<file path="src/rtl/instruction_fetch_axi.sv">
// Instruction fetch: AXI-Lite read master feeding decode through a first-word-fall-through prefetch FIFO.
// Redirects flush the FIFO and discard the responses of every request already issued.
module instruction_fetch_axi #(
  parameter logic [31:0] RESET_PC   = 32'h0000_0000,
  parameter int unsigned FIFO_DEPTH = 2
) (
  input  logic        i_Clock,
  input  logic        i_Reset_n,
  input  logic        i_Enable,
  input  logic        i_Redirect_Valid,
  input  logic [31:0] i_Redirect_Pc,
  output logic        o_Instr_Valid,
  output logic [31:0] o_Instr,
  output logic [31:0] o_Instr_Pc,
  output logic        o_Instr_Fault,
  input  logic        i_Instr_Ready,
  output logic [31:0] m_axil_araddr,
  output logic        m_axil_arvalid,
  input  logic        m_axil_arready,
  input  logic [31:0] m_axil_rdata,
  input  logic [1:0]  m_axil_rresp,
  input  logic        m_axil_rvalid,
  output logic        m_axil_rready
);

  localparam int unsigned CW  = $clog2(FIFO_DEPTH) + 1;
  localparam int unsigned CW1 = CW + 1;
  localparam logic [CW:0] DEPTH = CW1'(FIFO_DEPTH);

  logic [31:0]   fetch_pc, fetch_pc_nxt, resp_pc, resp_pc_nxt, araddr_nxt, target;
  logic [CW-1:0] outstanding, outstanding_nxt, discard, discard_nxt, count, count_nxt;
  logic          arvalid_nxt, ar_stale, ar_stale_nxt, valid_nxt;
  logic          ar_hs, r_hs, pop, push, pending;
  logic [CW:0]   credit;

  logic [31:0] q_pc      [FIFO_DEPTH];
  logic [31:0] q_data    [FIFO_DEPTH];
  logic        q_fault   [FIFO_DEPTH];
  logic [31:0] q_pc_nxt  [FIFO_DEPTH];
  logic [31:0] q_data_nxt[FIFO_DEPTH];
  logic        q_fault_nxt[FIFO_DEPTH];

  // Next-state for request tracking, response routing, FIFO and AR issue
  always_comb begin
    ar_hs   = m_axil_arvalid && m_axil_arready;
    r_hs    = m_axil_rvalid && m_axil_rready;
    pop     = o_Instr_Valid && i_Instr_Ready;
    pending = m_axil_arvalid && !m_axil_arready;
    target  = i_Redirect_Pc & ~32'h3;

    fetch_pc_nxt    = fetch_pc;
    resp_pc_nxt     = resp_pc;
    outstanding_nxt = outstanding;
    discard_nxt     = discard;
    count_nxt       = count;
    arvalid_nxt     = m_axil_arvalid;
    araddr_nxt      = m_axil_araddr;
    ar_stale_nxt    = ar_stale;
    q_pc_nxt        = q_pc;
    q_data_nxt      = q_data;
    q_fault_nxt     = q_fault;
    push            = 1'b0;
    credit          = '0;

    // A request issued before a redirect must not advance the new fetch PC
    if (ar_hs) begin
      outstanding_nxt = outstanding + CW'(1);
      arvalid_nxt     = 1'b0;
      ar_stale_nxt    = 1'b0;
      if (!ar_stale) fetch_pc_nxt = fetch_pc + 32'd4;
    end
    if (r_hs) outstanding_nxt = outstanding_nxt - CW'(1);

    if (i_Redirect_Valid) begin
      fetch_pc_nxt = target;
      resp_pc_nxt  = target;
      count_nxt    = '0;
      discard_nxt  = outstanding_nxt + CW'(pending);
      ar_stale_nxt = pending;
    end else begin
      if (r_hs) begin
        if (discard != '0) begin
          discard_nxt = discard - CW'(1);
        end else begin
          push        = 1'b1;
          resp_pc_nxt = resp_pc + 32'd4;
        end
      end
      if (pop) begin
        for (int i = 0; i < int'(FIFO_DEPTH) - 1; i++) begin
          q_pc_nxt[i]    = q_pc[i+1];
          q_data_nxt[i]  = q_data[i+1];
          q_fault_nxt[i] = q_fault[i+1];
        end
        count_nxt = count - CW'(1);
      end
      if (push) begin
        for (int i = 0; i < int'(FIFO_DEPTH); i++) begin
          if (CW'(i) == count_nxt) begin
            q_pc_nxt[i]    = resp_pc;
            q_data_nxt[i]  = m_axil_rdata;
            q_fault_nxt[i] = (m_axil_rresp != 2'b00);
          end
        end
        count_nxt = count_nxt + CW'(1);
      end
      // Every issued request, including ones whose data will be dropped, holds a FIFO slot
      credit = {1'b0, outstanding_nxt} + {1'b0, count_nxt} + CW1'(1);
      if (i_Enable && !pending && (credit <= DEPTH)) begin
        arvalid_nxt = 1'b1;
        araddr_nxt  = fetch_pc_nxt;
      end
    end
    valid_nxt = (count_nxt != '0);
  end

  always_ff @(posedge i_Clock or negedge i_Reset_n) begin
    if (!i_Reset_n) begin
      fetch_pc       <= RESET_PC;
      resp_pc        <= RESET_PC;
      outstanding    <= '0;
      discard        <= '0;
      count          <= '0;
      ar_stale       <= 1'b0;
      m_axil_arvalid <= 1'b0;
      m_axil_araddr  <= RESET_PC;
      m_axil_rready  <= 1'b0;
      o_Instr_Valid  <= 1'b0;
      for (int i = 0; i < int'(FIFO_DEPTH); i++) begin
        q_pc[i]    <= RESET_PC;
        q_data[i]  <= '0;
        q_fault[i] <= 1'b0;
      end
    end else begin
      fetch_pc       <= fetch_pc_nxt;
      resp_pc        <= resp_pc_nxt;
      outstanding    <= outstanding_nxt;
      discard        <= discard_nxt;
      count          <= count_nxt;
      ar_stale       <= ar_stale_nxt;
      m_axil_arvalid <= arvalid_nxt;
      m_axil_araddr  <= araddr_nxt;
      m_axil_rready  <= 1'b1;
      o_Instr_Valid  <= valid_nxt;
      q_pc           <= q_pc_nxt;
      q_data         <= q_data_nxt;
      q_fault        <= q_fault_nxt;
    end
  end

  assign o_Instr       = q_data[0];
  assign o_Instr_Pc    = q_pc[0];
  assign o_Instr_Fault = q_fault[0];

  // The credit scheme must make a push into a full FIFO impossible
  assert property (@(posedge i_Clock) disable iff (!i_Reset_n)
    !(push && !pop && (count == CW'(FIFO_DEPTH))));

endmodule

</file>
<file path="config.mk">
export PLATFORM = sky130hd
export DESIGN_NAME = instruction_fetch_axi
export DESIGN_NICKNAME = d
export VERILOG_FILES = /design/src/rtl/instruction_fetch_axi.sv
export SDC_FILE = /design/constraint.sdc
export NUM_CORES = 1
export LEC_CHECK = 0
export CAP_MARGIN = 20
export CORE_MARGIN = 5
export CORE_UTILIZATION = 45
export CTS_CLUSTER_DIAMETER = 100
export CTS_CLUSTER_SIZE = 40
export DETAILED_ROUTE_END_ITERATION = 10
export PLACE_DENSITY = 0.79
export SLEW_MARGIN = 20
export SYNTH_ARGS = -nofsm -noshare
export SYNTH_HDL_FRONTEND = slang
export SYNTH_SLANG_ARGS = --single-unit
</file>
<file path="constraint.sdc">
create_clock -name i_Clock -period 3.5 [get_ports i_Clock]
set_input_delay 0.525 -clock i_Clock [delete_from_list [all_inputs] [get_ports i_Clock]]
set_output_delay 0.525 -clock i_Clock [all_outputs]
set_load 0.05 [all_outputs]
</file>
==> results.json <==
{
  "p_leak_nw": 5.81,
  "syn_inst": 1053,
  "ys_types": 58,
  "io_buffer_count": 168,
  "wl_per_cell_um": 17.9,
  "clockRootBuffer": "clkbuf_16",
  "end_kind": "flop",
  "htree_levels": 1,
  "drc": 0,
  "finish.utilization": 0.541,
  "wirelength_um": 26100,
  "placed_cells": 1447,
  "nNetsFinal": 1216,
  "peakVddDrop_mv": 0.639,
  "antenna_left": 0,
  "synth_most_common_cell": "dfrtp_1",
  "ys_seq_area_frac": 0.508,
  "rsz0062_at_grt": "no",
  "hold_viol": 0,
  "yosysTopAreaCell": "dfrtp_1",
  "die_w_um": 168,
  "critical_path_peak_fanout": 8,
  "dieArea_um2": 28200,
  "grt.total_usage": 0.181,
  "synth_flop_cell": "dfrtp_1",
  "gr-total-overflow": 0,
  "postCtsSetupRepairBufs": 0,
  "synth_edf_count": 0,
  "fmax_ghz": 0.311,
  "gp_congestion": 0.915,
  "reg2reg_slack_ns": 0.32,
  "switching_share": 0.440,
  "cts_made_buffers": 10,
  "cts_resized": 0,
  "io_pins": 173,
  "cp.arrival_ns": 3.66,
  "finClkSkew_ns": 0.0278,
  "num_vias": 8178,
  "timing.rr.start": "count[0]",
  "relSlewSlack": 0.305,
  "drt-initial-drc-count": 757,
  "p_int_mw": 6.28,
  "setup_viol": 0,
  "final_cells": 1462,
  "yosys_warnings": 0,
  "hold_buffers": 0,
  "power_mw": 11.2,
  "dp_hpwl_um": 18300,
  "fin_crit_ns": 3.21,
  "synthTopCellsByArea": "dfrtp_1 51%, mux2_2 8.3%, mux2i_1 6.2%",
  "finalCritPeriodShare": 0.918,
  "cts_buffer_depth": 3,
  "hp-class": "input port to async pin",
  "drive_above_1_share": 0.123,
  "r2r_cells": 11,
  "crit_path_start_kind": "input port",
  "synth_common_cells": "228 x dfrtp_1, 117 x nor2_1, 83 x mux2_2",
  "layout-area-overhead-vs-synth_pct": 17.9,
  "antenna_found_initial": 0,
  "maxCapViolCount": 0,
  "clk_latency_ns": 0.49,
  "avgSynthCellArea_um2": 10.7,
  "grt_max_degree": 128,
  "required_ns": 3.94,
  "row_count": 57,
  "viasPerCell": 5.59,
  "power_frac_seq": 0.372,
  "switching_power_mw": 4.94,
  "grt_pass1_wl_um": 42800,
  "nFillCells": 2096,
  "endpoint": "m_axil_araddr[14]",
  "power_density_nw_per_um2": 847,
  "path_class": "input port to flop",
  "mappedNetlistArea_um2": 11200,
  "start_util": 0.459,
  "cts_sinks": 228,
  "status": "finished clean",
  "core_area_um2": 24500,
  "synth_seq_cells": 228,
  "cts.clk_slew.worst_paths_ns": 0.14,
  "cts_tree": "built",
  "r2r-end": "m_axil_araddr[14]",
  "tightestPinTransition_ns": 1.03,
  "async_reset_ff_frac": 1.00,
  "num_antenna_cells": 0,
  "die_height_um": 168,
  "dr.pass1.iters": 5,
  "cp-startpoint": "i_Instr_Ready",
  "pwr-share-clk": 0.133,
  "synth_top_cell_area_share": 0.508,
  "combPwrFrac": 0.495,
  "grt_pass1_vias": 8021,
  "slew_violations": 0
}
critical path, stage by stage:
cell             delay [ns]
clkdlybuf4s50_1        0.48
nand3b_1               0.09
xor2_1                 0.22
ha_1                   0.28
nor2_1                 0.11
a21o_1                 0.12
inv_1                  0.06
fa_1                   0.39
or3b_1                 0.37
or3_1                  0.47
or4_1                  0.46
nand3_1                0.10
cell families after synthesis:
family / count (synthesis) / share of synthesized area
buffers and inverters: 146 / 0.0740
AO/OA/AOI/OAI: 168 / 0.0920
adder cells (fa/ha/maj): 8 / 0.00958
XOR/XNOR: 27 / 0.0223
AND/OR/NAND/NOR: 322 / 0.149
multiplexers: 152 / 0.145
other: 2 / 0.000669
flip-flops: 228 / 0.508
per-stage QoR:
| stage | hold slack, ns | TNS (ns) | area (um^2) | worst slack [ns] |
|---|---|---|---|---|
| floorplan | 0.229 | 0 | 11200 | 0.0435 |
| global placement | 0.476 | -0.496 | 12900 | -0.121 |
| detailed placement | 0.461 | -1.81 | 12900 | -0.215 |
| CTS | 0.111 | 0 | 13200 | 0.288 |
| global route | 0.128 | 0 | 13200 | 0.0996 |
| finish | 0.0717 | 0 | 13200 | 0.286 |
layout make-up:
type                       instances  area, um^2  area share
sequential                       228        5710       0.431
clock buffer                      11         275      0.0208
timing repair buffer             200        2010       0.152
clock inverter                     4        71.3     0.00539
tap                              324         405      0.0306
inverter                          15        56.3     0.00425
multi-input combinational        680        4710       0.356
cells in the final DEF (no fill, tap or decap), drive strengths merged, types with 16 or more instances in the layout:
master,instances
mux2i,69
nand3,23
clkdlybuf4s50,167
buf,33
a21oi,74
xnor2,17
nor2,117
nand4,25
a31oi,36
mux2,83
o31ai,16
dfrtp,228
or4,24
nand2,47
power groups by stage:
stage | logic, mW | registers [mW] | clock network (mW)
2_1_floorplan | 3.67 | 4.66 | 0
3_3_place_gp | 5.47 | 4.19 | 0
3_5_place_dp | 5.58 | 4.22 | 0
4_1_cts | 5.60 | 4.17 | 1.55
5_1_grt | 5.93 | 4.31 | 1.63
6_report | 5.55 | 4.17 | 1.49
worst min path at each step:
| stage | start | endpoint | cells after the start |
|---|---|---|---|
| 2_1_floorplan | i_Reset_n | ar_stale | 0 |
| 3_3_place_gp | m_axil_araddr[10] | m_axil_araddr[10] | 2 |
| 6_report | i_Reset_n | o_Instr[19] | 1 |
| 3_5_place_dp | m_axil_araddr[2] | m_axil_araddr[2] | 2 |
| 4_1_cts | i_Reset_n | o_Instr[19] | 1 |
| 5_1_grt | i_Reset_n | o_Instr[19] | 1 |
layer usage:
layer | global-route usage | routed length [um] | vias up
met3 | 0.0284 | 1620 | 21
met5 | 0 | 0 | -
li1 | - | - | 3867
met2 | 0.283 | 11800 | 281
met1 | 0.274 | 12300 | 4009
met4 | 0.0268 | 299 | 0
flip-flops by register name (all words and copies together), names as in the netlist:
register,count
o_Instr_Pc,32
ar_stale,1
q_fault,1
m_axil_rready,1
discard,2
q_pc,30
m_axil_arvalid,1
o_Instr,32
m_axil_araddr,30
o_Instr_Valid,1
count,2
outstanding,2
fetch_pc,30
resp_pc,30
q_data,32
o_Instr_Fault,1
Power figures use the tool's default switching activity.
